--- src/rtl/tiger_muldiv_ctrl.sv ---
// tiger_muldiv_ctrl: HI/LO sequencer for pipelined multiply, restoring divide and MTHI/MTLO
module tiger_muldiv_ctrl #(
  parameter int MUL_LAT = 3
) (
  input  logic        clk,
  input  logic        reset,
  input  logic        req_valid,
  input  logic [2:0]  req_op,
  input  logic [31:0] rs_val,
  input  logic [31:0] rt_val,
  input  logic        mf_req,
  input  logic        flush,
  output logic        stall,
  output logic        busy,
  output logic [31:0] hi,
  output logic [31:0] lo
);
  typedef enum logic [1:0] {IDLE, MUL, DIV, FIX} state_t;
  state_t      state_q, state_d;
  logic [4:0]  cnt_q, cnt_d;
  logic [31:0] a_q, a_d, b_q, b_d, r_q, r_d, hi_q, hi_d, lo_q, lo_d;
  logic        sg_q, sg_d, nq_q, nq_d, nr_q, nr_d, busy_q, busy_d;
  logic        accept;
  logic [32:0] rsh, diff;
  logic [63:0] prod;
  logic [31:0] abs_a, abs_b;
  // next-state: accept, multiply countdown, one restoring divide step per cycle, sign fix, flush abort
  always_comb begin
    accept = req_valid & ~busy_q & ~flush;
    rsh = {r_q, a_q[31]};
    diff = rsh - {1'b0, b_q};
    prod = {{32{sg_q & a_q[31]}}, a_q} * {{32{sg_q & b_q[31]}}, b_q};
    abs_a = (~req_op[0] & rs_val[31]) ? -rs_val : rs_val;
    abs_b = (~req_op[0] & rt_val[31]) ? -rt_val : rt_val;
    state_d = state_q;
    cnt_d = cnt_q;
    a_d = a_q;
    b_d = b_q;
    r_d = r_q;
    hi_d = hi_q;
    lo_d = lo_q;
    sg_d = sg_q;
    nq_d = nq_q;
    nr_d = nr_q;
    case (state_q)
      IDLE: if (accept) begin
        if (req_op[2:1] == 2'b00) begin
          state_d = MUL;
          a_d = rs_val;
          b_d = rt_val;
          sg_d = ~req_op[0];
          cnt_d = 5'd0;
        end else if (req_op[2:1] == 2'b01) begin
          state_d = DIV;
          a_d = abs_a;
          b_d = abs_b;
          r_d = 32'd0;
          cnt_d = 5'd0;
          nq_d = ~req_op[0] & (rs_val[31] ^ rt_val[31]);
          nr_d = ~req_op[0] & rs_val[31];
        end else if (req_op == 3'b100) begin
          hi_d = rs_val;
        end else if (req_op == 3'b101) begin
          lo_d = rs_val;
        end
      end
      MUL: if (cnt_q == 5'(MUL_LAT - 1)) begin
        {hi_d, lo_d} = prod;
        state_d = IDLE;
        cnt_d = 5'd0;
      end else begin
        cnt_d = cnt_q + 5'd1;
      end
      DIV: begin
        r_d = diff[32] ? rsh[31:0] : diff[31:0];
        a_d = {a_q[30:0], ~diff[32]};
        cnt_d = cnt_q + 5'd1;
        state_d = (cnt_q == 5'd31) ? FIX : DIV;
      end
      FIX: begin
        lo_d = nq_q ? -a_q : a_q;
        hi_d = nr_q ? -r_q : r_q;
        state_d = IDLE;
      end
      default: state_d = IDLE;
    endcase
    if (flush && state_q != IDLE) begin
      state_d = IDLE;
      hi_d = hi_q;
      lo_d = lo_q;
      cnt_d = 5'd0;
    end
    busy_d = state_d != IDLE;
  end
  // state and HI/LO registers with synchronous reset
  always_ff @(posedge clk) begin
    if (reset) begin
      state_q <= IDLE;
      cnt_q <= 5'd0;
      a_q <= 32'd0;
      b_q <= 32'd0;
      r_q <= 32'd0;
      hi_q <= 32'd0;
      lo_q <= 32'd0;
      sg_q <= 1'b0;
      nq_q <= 1'b0;
      nr_q <= 1'b0;
      busy_q <= 1'b0;
    end else begin
      state_q <= state_d;
      cnt_q <= cnt_d;
      a_q <= a_d;
      b_q <= b_d;
      r_q <= r_d;
      hi_q <= hi_d;
      lo_q <= lo_d;
      sg_q <= sg_d;
      nq_q <= nq_d;
      nr_q <= nr_d;
      busy_q <= busy_d;
    end
  end
  assign stall = busy_q & (req_valid | mf_req);
  assign busy = busy_q;
  assign hi = hi_q;
  assign lo = lo_q;
endmodule
--- config.mk ---
export PLATFORM = sky130hd
export DESIGN_NAME = tiger_muldiv_ctrl
export DESIGN_NICKNAME = d
export VERILOG_FILES = /design/src/rtl/tiger_muldiv_ctrl.sv
export SDC_FILE = /design/constraint.sdc
export NUM_CORES = 2
export LEC_CHECK = 0
export CAP_MARGIN = 20
export CORE_MARGIN = 10
export CORE_UTILIZATION = 49
export CTS_CLUSTER_SIZE = 16
export DETAILED_ROUTE_END_ITERATION = 12
export DONT_BUFFER_PORTS = 1
export PLACE_DENSITY = 0.71
export RECOVER_POWER = 25
export SYNTH_ARGS = -nofsm -noshare
export SYNTH_HDL_FRONTEND = slang
export SYNTH_SLANG_ARGS = --single-unit
--- constraint.sdc ---
create_clock -name clk -period 8.5 [get_ports clk]
set_clock_uncertainty 0.2 [all_clocks]
set_input_delay 0.85 -clock clk [delete_from_list [all_inputs] [get_ports clk]]
set_output_delay 0.85 -clock clk [all_outputs]
set_load 0.01 [all_outputs]
Word-level counts from Yosys, hierarchy flattened:

Index checks and enable logic that the tools add are counted.

* register bits: 171
* bits of input ports: 72
* output and inout port bits: 66
* logic and storage cells: 109

* add/subtract/negate cells: 6
* multiply operators: 1
* equal/unequal tests: 17
* mux-type cells: 40
* bitwise operators: 16
* reduce and logical (&&, ||, !) cells: 18

Operators by type and width (number)
* $mux W32: 24
* $pmux W32 S3: 2
* $neg A32 Y32: 4
* $pmux W32 S2: 2
* $mul A33 B33 Y64: 1
* $sub A33 B32 Y33: 1
* $mux W5: 4
* $ne A2 B2 Y1 const B: 8
* $pmux W5 S3: 1
* $reduce_and A3 Y1: 4
* $mux W2: 5
* $and A1 B1 Y1: 8
* $pmux W2 S4: 1
* $reduce_and A4 Y1: 2
* $reduce_and A8 Y1: 1
* $reduce_bool A2 Y1: 4
* $reduce_and A7 Y1: 1
* $eq A3 B3 Y1 const B: 2
* $not A1 Y1: 6
* $reduce_bool A3 Y1: 2
* $add A5 B1 Y5 const B: 1
* $eq A5 B2 Y1 const B: 1
* $eq A5 B5 Y1 const B: 1
* $eq A2 B1 Y1 const B: 2
* 8 further kinds: 10

Depth between registers and ports, before layout:

* depth in word-level cells: 7
* depth in mapped cells: 31
* depth with buffers taken out: 28

Least setup slack after synthesis:

No wires, ideal clock.

* path kind: register to register
* from: register a_q[31]
* to: register hi_q[31] (netlist: hi[31])
* library setup time: 0.087 ns
* arrival: 7.892 ns
* required time: 8.213 ns
* slack: 0.321 ns
* cell stages (with the launch flop): 28
* buffers on the path: 3
* period minus slack after synthesis: 8.179 ns
* cell sequence: dfxtp_1 -> clkbuf_1 -> clkbuf_1 -> and3_1 -> fa_1 -> inv_1 -> fa_1 -> inv_1 -> fa_1 -> fa_1 -> inv_1 -> fa_1 -> inv_1 -> fa_1 -> inv_1 -> fa_1 -> fa_1 -> inv_1 -> ha_1 -> clkbuf_1 -> a21o_1 -> a21o_1 -> a21o_1 -> or3_1 -> o22ai_1 -> o21ai_0 -> mux2_2 -> o31ai_1

* longest elaborated chain between the ends: 4

Ends and longest elaborated chain
* from (decl): RTL line 21 `logic [31:0] a_q, a_d, b_q, b_d, r_q, r_d, hi_q, hi_d, lo_q, lo_d;`
* from (signal assigned): RTL line 100 `a_q <= 32'd0;`
* from (signal assigned): RTL line 112 `a_q <= a_d;`
* $and A1 B1 Y1: RTL line 32 `prod = {{32{sg_q & a_q[31]}}, a_q} * {{32{sg_q & b_q[31]}}, b_q};`
* $mul A33 B33 Y64 *: RTL line 32
* $mux W32 *: RTL line 67 `MUL: if (cnt_q == 5'(MUL_LAT - 1)) begin`
* $pmux W32 S3 *: RTL line 45 `case (state_q)`
* to (signal assigned): RTL line 115 `hi_q <= hi_d;`
* to (decl): RTL line 21

Mark *: on every way between the ends. The rest lies on a longest branch, timed or not. The select of a mux whose other input is x is not followed.
A chain may end at the register's enable or synchronous reset.

Final worst setup path:

* from: register b_q[1]
* to: register hi_q[28] (netlist: hi[28])

* longest elaborated chain between the ends: 3

Ends and longest elaborated chain
* from (decl): RTL line 21
* from (signal assigned): RTL line 101 `b_q <= 32'd0;`
* from (signal assigned): RTL line 113 `b_q <= b_d;`
* $mul A33 B33 Y64: RTL line 32
* $mux W32: RTL line 67
* $pmux W32 S3: RTL line 45

No other way between the ends. The select of a mux whose other input is x is not followed.

==> flow_metrics.py <==
metrics = {
    "grt": {
        "grt_pass1_vias": 43030,
        "grt_pass1_wl_mm": 248.7,
        "grt_max_degree": 137,
        "grt_usage_pct": 27.68,
        "grt_overflow": 0,
        "antenna_found_initial": 8,
    },
    "synth": {
        "async_flop_share_pct": 0,
        "synth_area_leader_cell": "fa_1",
        "synth-edff-count": 0,
        "synth_common_cells": "inv_1, fa_1, nand2_1, clkbuf_1, and2_1",
        "synth.cell_area_um2": 49760,
        "ys_types": 78,
        "synthFlopType": "dfxtp_1",
        "synth_top_area_share_pct": 45.30,
        "synth_seq_cells": 171,
        "syn-num-nets": 7265,
        "synth_cells": 5810,
        "ys_warn_count": 0,
        "yosysSeqAreaShare_pct": 6.879,
        "yosysMostFrequentCell": "inv_1",
        "syn-mean-instance-area_um2": 8.565,
        "ys_top_cells_by_area": "fa_1, inv_1, nand2_1",
    },
    "cts": {
        "clk_pin_slew_ns": 0.08,
        "numCtsBuffers": 17,
        "cts_tree": "built",
        "cts_root_buffer": "clkbuf_16",
        "hold_buffers": 0,
        "clkLatencyLatePin_ns": 0.52,
        "cts_buffer_depth": 2,
        "numClockSinks": 171,
        "cts-htree-levels": 4,
    },
    "floorplan": {
        "start_util_pct": 49.55,
        "core_area_um2": 100400,
        "die-area_um2": 114700,
        "ioPinCount": 138,
        "fp.dieH_um": 338.7,
        "placementRows": 116,
        "die_x_um": 338.7,
    },
    "power": {
        "vdd_drop_max_mv": 0.1856,
        "p_leak_nw": 25.12,
        "power.density_nw_per_um2": 87.70,
        "p_total_mw": 4.668,
    },
    "setup_path": {
        "start_kind": "register",
        "critPathMaxFanout": 15,
        "worstPathRequired_ns": 8.72,
        "max_stage_delay_ns": 0.53,
        "cp-end-kind": "register",
        "crit_arrival_ns": 8.45,
        "crit_path_top_delay_cell": "fa_1",
        "critPathKind": "register to register",
        "crit_top_cell": "fa_1",
    },
    "final_layout": {
        "stdcell_count": 7099,
        "drive_above_1_share_pct": 6.345,
        "syn_to_final_growth_pct": 6.972,
        "fin_util_pct": 53.00,
        "finalNetCount": 7179,
        "final_design_area_no_fill_um2": 53230,
    },
    "worst_hold_path": {
        "hp-class": "primary input to register",
    },
    "placed_design": {
        "dp_slack_ns": 0.09103,
        "gp_congestion": 0.9830,
        "dp.cells": 7060,
        "dp_hpwl_mm": 130.0,
        "portBuffers": 0,
        "place_area_um2": 52440,
    },
    "timing": {
        "whs_ns": 0.2496,
        "relSlewSlack_pct": 35.04,
        "hold_viol": 0,
        "worst_slew_pin_slew_ns": 0.9744,
        "final.setup.tns_ns": 0,
        "max_freq_ghz": 0.1214,
        "worst_slack_ns": 0.2659,
        "slew_viol_final": 0,
        "fin_crit_ns": 8.234,
        "rsz0062_at_grt": "false",
        "setup_viol": 0,
        "fin_crit_sh_pct": 96.87,
    },
    "detailed_routing": {
        "routedWlPerCell_um": 22.17,
        "drt-total-wl_mm": 157.4,
        "via_count": 40460,
        "drt-pass1-iter-count": 8,
        "drt_iter0_drc": 3313,
        "drc_errors": 0,
        "via_per_inst": 5.700,
        "ant_nets": 0,
    },
    "run": {
        "cap_violations": 0,
    },
    "status": {
        "status": "finished, final reports clean",
    },
}
==> placed cells by master (no fill, tap or decap), types with 63 or more instances in the layout <==
cell | Yosys | layout
a21oi_1 | 179 | 175
and2_1 | 293 | 293
buf_4 | 3 | 220
dfxtp_1 | 171 | 152
fa_1 | 1126 | 1125
ha_1 | 257 | 254
inv_1 | 1191 | 1190
nand2_1 | 935 | 935
nor2_1 | 268 | 265
o21ai_0 | 167 | 165
xnor2_1 | 143 | 143
xor2_1 | 63 | 63
==> layer usage <==
metal  up-vias  GRT usage (%)  routed length [um]
met4        12          14.34                9792
met5         -              0                  79
met3       472          6.132               15340
met2      1962          44.90               73090
met1     20570          34.45               59070
li1      17450              -                   -
==> layout make-up <==
cell class	instances	area, um2
inverters	1192	4478
diodes	5	12.51
flip-flops and latches	171	3452
fillers	9238	47200
multi-input cells	4085	40610
clock buffers	17	425.4
well taps	1357	1698
clock inverters	15	210.2
repair buffers	257	2344
==> worst paths after layout <==
kind | slack [ns] | to | cells past startpoint | startpoint
worst min register to register | 0.30 | b_q[21]$_SDFFE_PP0P_ | 2 | b_q[21]$_SDFFE_PP0P_
worst max register to register | 0.27 | hi[28]$_SDFFE_PP0P_ | 29 | b_q[1]$_SDFFE_PP0P_
worst min-delay path | 0.25 | hi[22]$_SDFFE_PP0P_ | 1 | reset
worst max-delay path | 0.27 | hi[28]$_SDFFE_PP0P_ | 29 | b_q[1]$_SDFFE_PP0P_
==> what timing repair did <==
action	in CTS	in global routing
hold endpoints to repair	0	0
setup buffers	0	1
endpoints found under the setup margin	0	28
resized for setup	0	39
==> critical path, delay by kind of cell, from the launching register on <==
kind,cells,cell delay (ns)
buffers and inverters,9,0.82
DFF,1,0.36
adders and majority gates,9,4.30
AOI/OAI and AO/OA,9,2.26
and+or+nand+nor,2,0.21
==> cell families (layout without fill, tap and decap cells) <==
family	count (synthesis)	count (layout)	synth area share (%)
AO/OA/AOI/OAI	685	685	8.928
XOR/XNOR	206	206	3.626
adder cells (fa/ha/maj)	1383	1383	51.76
buffers and inverters	1554	1481	11.75
flip-flops	171	171	6.879
multiplexers	39	39	0.7920
other	0	5	0
AND/OR/NAND/NOR	1772	1772	16.27
==> power by group <==
group | total [mW] | switching, mW | internal, mW
Combinational | 2.69 | 1.74 | 0.959
Sequential | 1.09 | 0.185 | 0.900
Clock | 0.888 | 0.457 | 0.431
==> sequential cells by signal (all words and copies together), names as in the netlist, 2 cells and up <==
| signal | cells |
|---|---|
| a_q | 32 |
| b_q | 32 |
| hi | 32 |
| lo | 32 |
| r_q | 32 |
| cnt_q | 5 |
| state_q | 2 |
Note: power is estimated with default switching activity, not from simulation.
